**config.mk**
```make
export PLATFORM = sky130hd
export DESIGN_NAME = width_12to8
export DESIGN_NICKNAME = d
export VERILOG_FILES = /design/src/rtl/width_12to8.sv
export SDC_FILE = /design/constraint.sdc
export NUM_CORES = 1
export LEC_CHECK = 0
export ABC_AREA = 1
export CAP_MARGIN = 20
export CORE_MARGIN = 2
export CORE_UTILIZATION = 50
export DETAILED_ROUTE_END_ITERATION = 12
export PLACE_DENSITY = 0.71
export REMOVE_ABC_BUFFERS = 1
export SLEW_MARGIN = 30
export SYNTH_ARGS = -nofsm -noshare
export SYNTH_HDL_FRONTEND = slang
export SYNTH_SLANG_ARGS = --single-unit
```
**constraint.sdc**
```tcl
create_clock -name clk -period 4.49 [get_ports clk]
set_input_delay 0.449 -clock clk [delete_from_list [all_inputs] [get_ports clk]]
set_output_delay 0.449 -clock clk [all_outputs]
set_load 0.01 [all_outputs]
```
**src/rtl/width_12to8.sv**
```systemverilog
// Unpacks a stream of 12-bit words into MSB-first bytes using a nibble-granular
// shift buffer; a flush pads a lone trailing nibble out to a full byte.
module width_12to8 #(
  parameter int         CAP_NIB = 8,
  parameter logic [3:0] PAD     = 4'h0
) (
  input  logic                             clk,
  input  logic                             rst,
  input  logic                             valid_in,
  output logic                             ready_in,
  input  logic [11:0]                      data_in,
  input  logic                             flush,
  output logic                             valid_out,
  input  logic                             ready_out,
  output logic [7:0]                       data_out,
  output logic [$clog2(CAP_NIB+1)-1:0]     level
);

  localparam int CW = $clog2(CAP_NIB + 1);
  localparam logic [CW-1:0] ONE   = CW'(1);
  localparam logic [CW-1:0] TWO   = CW'(2);
  localparam logic [CW-1:0] THREE = CW'(3);
  localparam logic [CW-1:0] RDY_MAX = CW'(CAP_NIB - 3);

  logic [3:0]    nib_q [CAP_NIB];
  logic [3:0]    nib_d [CAP_NIB];
  logic [CW-1:0] cnt_q, cnt_d;
  logic          flushPend_q, flushPend_d;

  logic fullByte;
  logic padByte;
  logic push;
  logic pop;

  assign fullByte  = (cnt_q >= TWO);
  assign padByte   = flushPend_q && (cnt_q == ONE);
  assign ready_in  = (cnt_q <= RDY_MAX) && !flushPend_q;
  assign valid_out = fullByte || padByte;
  assign data_out  = (padByte && !fullByte) ? {nib_q[0], PAD} : {nib_q[0], nib_q[1]};
  assign level     = cnt_q;

  assign push = valid_in && ready_in;
  assign pop  = valid_out && ready_out;

  // Pop first so the incoming word lands directly behind whatever survives the pop.
  always_comb begin
    nib_d       = nib_q;
    cnt_d       = cnt_q;
    flushPend_d = flushPend_q;

    if (pop) begin
      if (fullByte) begin
        for (int i = 0; i < CAP_NIB - 2; i++) nib_d[i] = nib_q[i+2];
        nib_d[CAP_NIB-2] = 4'h0;
        nib_d[CAP_NIB-1] = 4'h0;
        cnt_d = cnt_q - TWO;
      end else begin
        cnt_d       = '0;
        flushPend_d = 1'b0;
      end
    end

    if (push) begin
      for (int i = 0; i < CAP_NIB; i++) begin
        if (i == int'(cnt_d))          nib_d[i] = data_in[11:8];
        else if (i == int'(cnt_d) + 1) nib_d[i] = data_in[7:4];
        else if (i == int'(cnt_d) + 2) nib_d[i] = data_in[3:0];
      end
      cnt_d = cnt_d + THREE;
    end

    if (flush && cnt_d[0]) flushPend_d = 1'b1;
  end

  always_ff @(posedge clk) begin
    if (rst) begin
      for (int i = 0; i < CAP_NIB; i++) nib_q[i] <= 4'h0;
      cnt_q       <= '0;
      flushPend_q <= 1'b0;
    end else begin
      for (int i = 0; i < CAP_NIB; i++) nib_q[i] <= nib_d[i];
      cnt_q       <= cnt_d;
      flushPend_q <= flushPend_d;
    end
  end

endmodule

```
=== Word level (Yosys, flattened, before mapping) ===
Cells that the tools add are included.

* Reduce and logical (&&, ||, !) cells: 14
* $lt $le $gt $ge: 2
* Equal/unequal tests: 23
* Add/subtract/negate cells: 4
* Muxes and demuxes: 34

{| class="wikitable"
|+ Operator list
! operator !! count
|-
| 4-bit by 32-bit == test with 1-bit output (first input constant) || 6
|-
| 3-bit by 32-bit == test with 1-bit output (first input constant) || 4
|-
| 4-bit 2-to-1 mux || 28
|-
| 32-bit 2-to-1 mux || 3
|-
| 2-bit by 32-bit == test with 1-bit output (first input constant) || 2
|-
| 32-bit zero test || 2
|-
| 4-bit == test (first input constant) || 4
|-
| 3-bit by 5-bit == test with 1-bit output (first input constant) || 2
|-
| 3-bit by 4-bit == test with 1-bit output (first input constant) || 2
|-
| 1-bit logical AND || 6
|-
| 4-bit by 1-bit adder with 5-bit output (second input constant) || 1
|-
| 4-bit by 2-bit adder with 5-bit output (second input constant) || 1
|-
| 4-bit by 2-bit adder with 4-bit output (second input constant) || 1
|-
| 2-bit by 4-bit == test with 1-bit output (first input constant) || 1
|-
| 4-bit by 1-bit == test with 1-bit output (second input constant) || 1
|-
| 4-bit by 2-bit >= comparator with 1-bit output (second input constant) || 1
|-
| 4-bit by 3-bit <= comparator with 1-bit output (second input constant) || 1
|-
| 4-bit zero test || 1
|-
| 4-bit by 2-bit subtractor with 4-bit output (second input constant) || 1
|-
| 1-bit 2-to-1 mux || 3
|-
| 1-bit zero test || 2
|-
| 2-bit by 1-bit != test with 1-bit output (second input constant) || 1
|-
| 2-bit AND reduction || 1
|-
| 2-bit nonzero test || 1
|-
| 1-bit logical OR || 1
|}

* Bits in registers: 37
* Logic and storage cells: 87
* Output and inout bits: 14
* Input port bits: 17

=== Logic depth before layout (Yosys ltp) ===
Gate-level depths: netlist of run 1.

* Depth after elaboration: 11
* Mapped depth: 17
* Gate-level depth less buffers: 17

=== Worst setup path after synthesis of run 1 ===
No wires, ideal clock.

* Kind: register -> register
* From: register cnt_q[1] (netlist: level[1])
* To: register nib_q[7] (netlist bit)
* Required time: 4.424 ns
* Setup time: 0.066 ns
* Period minus slack after synthesis: 2.364 ns
* Arrival time: 2.298 ns
* Stages on the path, launching flop included: 14
* Setup slack: 2.126 ns
* Cells stage by stage: dfxtp_1 > inv_2 > nand2_4 > nand2_4 > o21ai_4 > inv_1 > ha_1 > nand3b_4 > buf_6 > o21ai_0 > nand3_1 > o21ai_1 > nand2_1 > a21oi_2

* Longest elaborated chain between the ends: 11

{| class="wikitable"
|+ Ends and longest elaborated chain
! item !! RTL line !! RTL
|-
| start: declaration || 27 || <nowiki>logic [CW-1:0] cnt_q, cnt_d;</nowiki>
|-
| start signal: assignment || 82 || <nowiki>cnt_q <= cnt_d;</nowiki>
|-
| branches (longest 10 deep; another with 4-bit by 2-bit adder with 5-bit output) || -- ||
|-
| 32-bit 2-to-1 mux * || 63 || <nowiki>if (push) begin</nowiki>
|-
| end: declaration || 25 || <nowiki>logic [3:0] nib_q [CAP_NIB];</nowiki>
|}

Every way passes the cells marked *.
A chain may end at the register's enable or synchronous reset.

=== Worst setup path after layout of run 1 ===
* From: input ready_out
* To: register nib_q[0] (netlist bit)

* Longest elaborated chain between the ends: 8

{| class="wikitable"
|+ Ends and longest elaborated chain
! item !! RTL line !! RTL
|-
| start: declaration || 14 || <nowiki>input logic ready_out,</nowiki>
|-
| 1-bit logical AND * || 43 || <nowiki>assign pop = valid_out && ready_out;</nowiki>
|-
| 4-bit 2-to-1 mux || 51 || <nowiki>if (pop) begin</nowiki>
|-
| 4-bit by 2-bit adder with 5-bit output || 67 || <nowiki>else if (i == int'(cnt_d) + 2) nib_d[i] = data_in[3:0];</nowiki>
|-
| 3-bit by 5-bit == test with 1-bit output || 67 ||
|-
| 4-bit 2-to-1 mux || 67 ||
|-
| 4-bit 2-to-1 mux || 66 || <nowiki>else if (i == int'(cnt_d) + 1) nib_d[i] = data_in[7:4];</nowiki>
|-
| 4-bit 2-to-1 mux || 65 || <nowiki>if (i == int'(cnt_d)) nib_d[i] = data_in[11:8];</nowiki>
|-
| 32-bit 2-to-1 mux * || 63 ||
|}

Mark *: on every way between the ends. The rest lies on a longest branch, timed or not.

==> results.py, run 1 <==
metrics = {
    "timing": {
        "finClkSkew_ns": 0.0114,
        "relSlewSlack_pct": 64.1,
        "final-max-slew-violation-count": 0,
        "setup-tns-final_ns": 0,
        "final-setup-viol-count": 0,
        "rsz0062_at_grt": "false",
        "fin_crit_sh_pct": 63.1,
        "tightest_slew_ns": 0.539,
        "hold_violations": 0,
        "timing.fmax_ghz": 0.353,
        "fin_crit_ns": 2.83,
    },
    "cells_and_area": {
        "post-route-util_pct": 56.9,
        "num-fill-cells": 643,
        "nets": 567,
        "area_delta_synth_final_pct": 11.7,
        "diodes": 0,
        "drive_above_1_share_pct": 16.3,
    },
    "worst_setup_path": {
        "critPathRequiredTime_ns": 4.67,
        "slowest_stage": "clkdlybuf4s50_1",
        "path_max_fanout": 14,
        "startpoint": "ready_out",
        "r2r_start": "level[1]",
        "startpoint_type": "input pin",
        "rr_worst_depth": 14,
        "crit_chain": "clkdlybuf4s50_1 > nand2_4 > o21ai_4 > inv_1 > ha_1 > nand3b_4 > nor2_2 > o21ai_0 > o21ai_0 > a21oi_1",
        "max_stage_delay_ns": 0.71,
        "cp-end-kind": "flip-flop",
        "cpMostUsedCell": "o21ai_0",
        "worstPathArrival_ns": 3.02,
        "crit_type": "input pin to flip-flop",
    },
    "worst_hold_path": {
        "min-delay-start": "nib_q[6]",
        "whs_path_depth": 4,
        "hp-class": "flip-flop to flip-flop",
    },
    "pwr": {
        "p_int_mw": 1.45,
        "power_switching_share_pct": 54.8,
        "power_switching_mw": 1.75,
        "p_comb_share_pct": 74.5,
        "finalPower_mw": 3.20,
        "p_seq_share_pct": 17.8,
        "clockPowerShare_pct": 7.7,
        "leakage_nw": 1.71,
        "peakVddDrop_mv": 0.559,
        "p_per_area_nw_per_um2": 838,
    },
    "drt": {
        "drtAntennaViolNets": 0,
        "first_iter_violations": 296,
        "wl_per_cell_um": 16.6,
        "dr_total_vias": 3632,
        "wirelength_mm": 10.3,
        "remaining_drc_errors": 0,
        "vias_per_cell": 5.85,
        "dr.pass1.iters": 5,
    },
    "clocking": {
        "clock_latency_ns": 0.30,
        "cts_sinks": 37,
        "post-cts-setup-buffers": 0,
        "cts_made_buffers": 5,
        "clockRootBuffer": "clkbuf_8",
        "htreeDepth": 2,
        "max-clock-path-buffers": 2,
        "clk_pin_slew_worst_paths_ns": 0.08,
        "cts_hold_buf": 0,
        "cts_resized": 0,
        "cts_tree": "built",
    },
    "floorplanning": {
        "die_y_um": 86.7,
        "initial_core_util_pct": 50.9,
        "rows": 30,
        "dieArea_um2": 7520,
        "die_x_um": 86.7,
        "fp.coreArea_um2": 6720,
        "io_pins": 31,
    },
    "place": {
        "dp_hpwl_mm": 7.33,
        "io_buffer_count": 30,
        "place.gp.congestion": 0.967,
    },
    "global_route": {
        "grt_pass1_wl_mm": 17.0,
        "grt_overflow": 0,
        "grt_pass1_vias": 3455,
        "grt_start_max_net_pins": 45,
        "track_usage_pct": 28.5,
        "antenna_found_initial": 0,
    },
    "synthesis": {
        "ys_warn_count": 0,
        "ys_types": 32,
        "async_reset_ff_share_pct": 0,
        "ys_ff_latch": 37,
        "synth_common_cells": "nand2_1, a21oi_1, dfxtp_1",
        "synth_area_um2": 3420,
        "synthMostInstantiatedCell": "nand2_1",
        "ys_top_cells_by_area": "dfxtp_1, nand2_1, a21oi_1, mux2i_1, nand3_1",
        "synth_top_area_share_pct": 21.6,
        "syn-instance-count": 520,
        "synth-seq-area-share_pct": 21.6,
        "yosysTopAreaCell": "dfxtp_1",
        "synth_edf_count": 0,
        "ys.flop_type": "dfxtp_1",
        "avgSynthCellArea_um2": 6.58,
    },
    "status": {
        "status": "completed",
    },
    "job": {
        "cap_viol_max_count": 0,
    },
}
metrics by stage:
stage	std cells	hold WS (ns)	area (um2)	setup slack [ns]
3_5_place_dp	613	0.552	3730	1.39
6_report	621	0.577	3820	1.66
4_1_cts	621	0.578	3820	1.71
5_1_grt	621	0.613	3820	1.42
2_1_floorplan	500	0.492	3310	1.87
3_3_place_gp	613	0.548	3730	1.47
worst paths after layout:
path                                   to  slack, ns
worst max-delay path             nib_q[0]       1.66
worst max register to register  nib_q[18]       1.73
worst min register to register   nib_q[6]       0.58
worst min-delay path             nib_q[6]       0.58
power groups by stage:
stage                     Clock, mW  Sequential, mW  Combinational, mW
after floorplan                   0           0.555               1.78
after global placement            0           0.571               2.30
after detailed placement          0           0.575               2.34
after CTS                     0.247           0.567               2.35
after global routing          0.261           0.583               2.65
final                         0.245           0.570               2.39
state kept, by name, summed over array words and instances, names as in the netlist:
| register | count |
|---|---|
| level | 4 |
| nib_q | 32 |
| flushPend_q | 1 |
cells by family after synthesis:
logic type / Yosys count / share of synthesized area, %
DFF: 37 / 21.6
and+or+nand+nor: 241 / 37.8
buffers and inverters: 66 / 8.26
AOI/OAI and AO/OA: 142 / 21.6
adders and majority gates: 10 / 3.66
muxes: 24 / 7.02
worst max-delay path, delay by kind of cell:
kind,cells,cell delay [ns]
simple gates,3,0.69
compound gates,4,0.62
buf+inv,2,0.86
fa+ha+maj,1,0.37
cell type report:
class                           instances  area [um2]  share of cell area, %
Timing Repair Buffer                   33         323                   8.45
Clock buffer                            5        68.8                   1.80
Clock inverter                          3        17.5                  0.458
Multi-Input combinational cell        417        2400                   62.8
Tap cell                               80         100                   2.62
Inverter                               46         173                   4.52
Sequential cell                        37         741                   19.4
cells in the final DEF, fill, tap and decap left out, types with 12 or more instances in the layout:
| master | netlist | routed |
|---|---|---|
| nand2_1 | 126 | 126 |
| a21oi_1 | 94 | 94 |
| dfxtp_1 | 37 | 37 |
| inv_1 | 36 | 36 |
| nand3_1 | 32 | 32 |
| clkdlybuf4s50_1 | 0 | 30 |
| o21ai_0 | 26 | 26 |
| mux2i_1 | 24 | 24 |
| or2_2 | 20 | 20 |
| o21ai_1 | 17 | 17 |
| nor2_1 | 15 | 15 |
| nor2_2 | 12 | 12 |
per-layer routing:
metal  global-route usage (%)  vias to the layer above  share of wire, %
li1                         -                     1775                 -
met1                     38.4                     1656                45
met2                     44.1                      166                45
met3                     5.33                       35               7.1
met4                     13.2                        0               3.4
met5                        0                        -                 0
No activity file was read; power rests on OpenSTA's default activity.
==> inputs of run 2 (changes only) <==
- clock period: 4.49 -> 2.9 ns (I/O delays scaled with it)
==> run 2 against run 1 <==
Net effect:
- power up 55%
- global-route usage down 0.26 points
- via count down 1.4%
- hold slack worse by 0.015 ns
- routed wire length down 1.3%
- sequential share of layout area about the same
- register-to-register slack worse by 1.5 ns
- cell count down 0.16%
- clock skew down 0.0048 ns
- combinational power up 55%
==> results.py, run 2 (synthesis gave the netlist of run 1 again) <==
metrics = {
    "clocking": {
        "htreeDepth": 2,
        "cts_resized": 0,
        "cts_made_buffers": 5,
        "clk_pin_slew_worst_paths_ns": 0.08,
        "post-cts-setup-buffers": 0,
        "clock_latency_ns": 0.30,
        "cts_tree": "built",
        "max-clock-path-buffers": 2,
        "cts_sinks": 37,
        "cts_hold_buf": 0,
        "clockRootBuffer": "clkbuf_8",
    },
    "cells_and_area": {
        "diodes": 0,
        "nets": 568,
        "final_cell_mix": "nand2_1, a21oi_1, inv_1, dfxtp_1, nand3_1",
        "largest_register_ffs": 32,
        "layout_commonest_cell": "nand2_1",
        "area_delta_synth_final_pct": 12.1,
        "drive_above_1_share_pct": 16.5,
        "top_register": "nib_q",
    },
    "place": {
        "dp_hpwl_mm": 7.16,
        "place.gp.congestion": 0.952,
        "io_buffer_count": 30,
    },
    "worst_setup_path": {
        "regToRegSetupSlack_ns": 0.25,
        "cp-end-kind": "flip-flop",
        "path_max_fanout": 18,
        "startpoint_type": "flip-flop",
        "critPathRequiredTime_ns": 3.08,
        "worstPathArrival_ns": 2.83,
        "crit_type": "flip-flop to flip-flop",
    },
    "floorplanning": {
        "io_pins": 31,
        "rows": 30,
        "initial_core_util_pct": 50.9,
        "die_y_um": 86.7,
        "die_x_um": 86.7,
        "dieArea_um2": 7520,
        "fp.coreArea_um2": 6720,
    },
    "drt": {
        "vias_per_cell": 5.77,
        "wl_per_cell_um": 16.4,
        "wirelength_mm": 10.2,
        "dr_total_vias": 3580,
        "remaining_drc_errors": 0,
        "first_iter_violations": 371,
        "dr.pass1.iters": 4,
        "drtAntennaViolNets": 0,
    },
    "pwr": {
        "peakVddDrop_mv": 1.24,
        "p_per_area_nw_per_um2": 1290,
        "finalPower_mw": 4.96,
        "leakage_nw": 1.72,
    },
    "timing": {
        "fin_crit_sh_pct": 91.4,
        "hold_violations": 0,
        "tightest_slew_ns": 0.572,
        "timing.fmax_ghz": 0.377,
        "final-setup-viol-count": 0,
        "rsz0062_at_grt": "false",
        "finClkSkew_ns": 0.00660,
        "relSlewSlack_pct": 61.8,
        "fin_crit_ns": 2.65,
        "setup-tns-final_ns": 0,
        "final-max-slew-violation-count": 0,
    },
    "global_route": {
        "grt_overflow": 0,
        "antenna_found_initial": 0,
        "grt_pass1_vias": 3296,
        "grt_start_max_net_pins": 45,
        "grt_pass1_wl_mm": 16.6,
        "track_usage_pct": 28.3,
    },
    "worst_hold_path": {
        "hp-class": "flip-flop to flip-flop",
    },
    "job": {
        "cap_viol_max_count": 0,
    },
    "status": {
        "status": "completed",
    },
}
## run 2: cell count changes in the layout (fill, tap and decap cells not counted)
cell        before  now
nor2_4           6    9
nor2_2          12   10
buf_4            3    4
clkinv_2         2    1
clkinvlp_4       1    0
dfxtp_1         37   36
dfxtp_2          0    1
nor2_1          15   14
## run 2: path summary, 6_finish.rpt
kind	start	end	cells after the start
hold reg to reg	flushPend_q	flushPend_q	1
hold / removal	flushPend_q	flushPend_q	1
setup / recovery	level[2]	nib_q[18]	14
setup reg to reg	level[2]	nib_q[18]	14
## run 2: final cells by class
type	count	area [um2]
Multi-Input combinational cell	417	2420
Clock inverter	1	5.00
Fill cell	649	2880
Inverter	46	173
Tap cell	80	100
Clock buffer	5	68.8
Sequential cell	37	742
Timing Repair Buffer	34	330
## run 2: critical path: stages, from the launching register on
cell	delay [ns]
dfxtp_1	0.47
inv_1	0.09
ha_1	0.28
nand3b_4	0.19
nand2_4	0.16
ha_1	0.28
inv_1	0.12
nand2_4	0.11
nand3_4	0.24
nor2_4	0.23
nand2_1	0.07
nand3_1	0.09
nand3_1	0.07
nand2_1	0.06
a21oi_1	0.06
## run 2: per-stage QoR
step / hold WS (ns) / util (%) / std cells / area, um2 / setup WS (ns)
3_5_place_dp: 0.545 / 55.7 / 614 / 3740 / 0.0266
6_report: 0.562 / 57.1 / 620 / 3830 / 0.248
2_1_floorplan: 0.359 / - / 500 / 3310 / 0.281
5_1_grt: 0.593 / 57.1 / 620 / 3830 / 0.0333
3_3_place_gp: 0.536 / 55.7 / 614 / 3740 / 0.0870
4_1_cts: 0.564 / 56.8 / 620 / 3820 / 0.126
## run 2: routing by layer
layer,GRT usage [%],wire length (um),up-vias
met4,10.9,169,0
met2,43.9,4710,150
met5,0,0,-
li1,-,-,1776
met1,39.8,4690,1638
met3,3.62,617,16
## run 2: power breakdown
| part | internal (mW) | leakage [nW] | switching, mW |
|---|---|---|---|
| Clock | 0.159 | 0.0399 | 0.206 |
| Combinational | 1.37 | 1.37 | 2.34 |
| Sequential | 0.722 | 0.303 | 0.163 |
==> inputs of run 3 (changes only) <==
- GPL_TIMING_DRIVEN: not set -> 0
==> run 3 against run 2 <==
Net effect:
- power increased by 4.2%
- die area unchanged
- sequential power about the same
- global-route usage fell by 1.1 points
- hold slack got worse by 0.084 ns
- sequential share of layout area fell by 0.20 points
- clock skew is essentially flat
- setup slack got worse by 0.074 ns
- non-clock buffer count is 2 lower
- core utilization increased by 0.78 points
==> results.py, run 3 (synthesis gave the netlist of run 1 again) <==
metrics = {
    "worst_hold_path": {
        "whs_path_depth": 2,
        "whs_endpoint": "nib_q[28]",
        "hp-class": "input pin to flip-flop",
        "min-delay-start": "rst",
    },
    "pwr": {
        "leakage_nw": 1.73,
        "finalPower_mw": 5.17,
        "p_per_area_nw_per_um2": 1330,
        "peakVddDrop_mv": 1.00,
    },
    "timing": {
        "finClkSkew_ns": 0.00706,
        "hold_ws_ns": 0.478,
        "rsz0062_at_grt": "false",
        "tightest_slew_ns": 0.933,
        "setup-tns-final_ns": 0,
        "timing.fmax_ghz": 0.367,
        "fin_crit_ns": 2.73,
        "relSlewSlack_pct": 37.6,
        "final-max-slew-violation-count": 0,
        "final-setup-viol-count": 0,
        "hold_violations": 0,
        "fin_crit_sh_pct": 94.0,
    },
    "clocking": {
        "clockRootBuffer": "clkbuf_8",
        "cts_tree": "built",
        "htreeDepth": 2,
        "cts_made_buffers": 5,
        "clock_latency_ns": 0.31,
        "cts_sinks": 37,
        "max-clock-path-buffers": 2,
        "clk_pin_slew_worst_paths_ns": 0.09,
    },
    "worst_setup_path": {
        "startpoint_type": "input pin",
        "r2r_start": "level[1]",
        "regToRegSetupSlack_ns": 0.21,
        "crit-reg2reg-capture": "nib_q[3]",
        "cp-end-kind": "flip-flop",
        "critPathRequiredTime_ns": 3.08,
        "worstPathArrival_ns": 2.91,
        "crit_type": "input pin to flip-flop",
        "rr_worst_depth": 13,
        "path_max_fanout": 17,
    },
    "cells_and_area": {
        "drive_above_1_share_pct": 17.2,
        "diodes": 0,
        "final_cell_mix": "nand2_1, a21oi_1, inv_1",
        "largest_register_ffs": 32,
        "nets": 567,
        "layout_commonest_cell": "nand2_1",
        "area_delta_synth_final_pct": 13.6,
        "top_register": "nib_q",
    },
    "floorplanning": {
        "fp.coreArea_um2": 6720,
        "rows": 30,
        "io_pins": 31,
        "dieArea_um2": 7520,
        "die_x_um": 86.7,
        "initial_core_util_pct": 50.9,
        "die_y_um": 86.7,
    },
    "global_route": {
        "grt_overflow": 0,
        "track_usage_pct": 27.2,
        "grt_pass1_vias": 3226,
        "grt_start_max_net_pins": 46,
        "grt_pass1_wl_mm": 16.0,
        "antenna_found_initial": 0,
    },
    "drt": {
        "drtAntennaViolNets": 0,
        "dr.pass1.iters": 5,
        "wl_per_cell_um": 16.7,
        "remaining_drc_errors": 0,
        "wirelength_mm": 10.4,
        "first_iter_violations": 348,
        "vias_per_cell": 5.90,
        "dr_total_vias": 3666,
    },
    "job": {
        "cap_viol_max_count": 0,
    },
    "place": {
        "io_buffer_count": 30,
        "dp_hpwl_mm": 6.97,
        "place.gp.congestion": 0.915,
    },
    "status": {
        "status": "completed",
    },
}
-- run 3: how the worst max path moves through the flow --
stage               cells after the start       from  endpoint
global route                           12   level[1]  nib_q[6]
finish                                 12  ready_out  nib_q[3]
global placement                       12  ready_out  nib_q[9]
detailed placement                     12  ready_out  nib_q[3]
CTS                                    13   level[1]  nib_q[3]
floorplan                              13   level[1]  nib_q[3]
-- run 3: final cells by class --
cell class,count,area [um2]
inverters,46,173
repair buffers,32,309
clock inverters,2,37.5
fillers,671,2830
well taps,80,100
flip-flops and latches,37,744
clock buffers,6,82.6
multi-input cells,418,2440
-- run 3: per-layer routing --
metal	GRT usage, %	vias up	part of all wire (%)
met3	4.00	27	8.0
met5	0	-	0
met2	41.5	187	45
li1	-	1774	-
met4	10.8	0	2.4
met1	38.4	1678	44
-- run 3: what timing repair did --
item	4_1_cts	5_1_grt
setup buffers	1	1
hold buffers	0	0
pin swaps	1	1
gates cloned	0	1
setup endpoints to repair	32	32
resized for setup	2	8
-- run 3: worst max-delay path: stages --
cell	delay, ns
dlygate4sd2_1	0.63
nand2_8	0.25
o21ai_4	0.28
inv_1	0.14
ha_1	0.37
nand3b_4	0.32
nor2_4	0.25
nand2_1	0.08
nand3_1	0.10
nand2_1	0.06
nand2_1	0.06
a21oi_1	0.06
-- run 3: where the power goes --
part,internal (mW),switching [mW]
clock,0.280,0.218
sequential,0.725,0.160
combinational,1.39,2.40
total,2.39,2.78
-- run 3: through the flow --
step | worst slack, ns | utilization (%) | cell area (um2) | cells
after floorplan | 0.281 | - | 3310 | 500
after global placement | -0.556 | 55.3 | 3710 | 610
after detailed placement | -0.614 | 55.3 | 3710 | 610
after CTS | 0.0561 | 57.3 | 3850 | 619
after global routing | 0.0357 | 57.9 | 3890 | 621
final | 0.174 | 57.9 | 3890 | 621
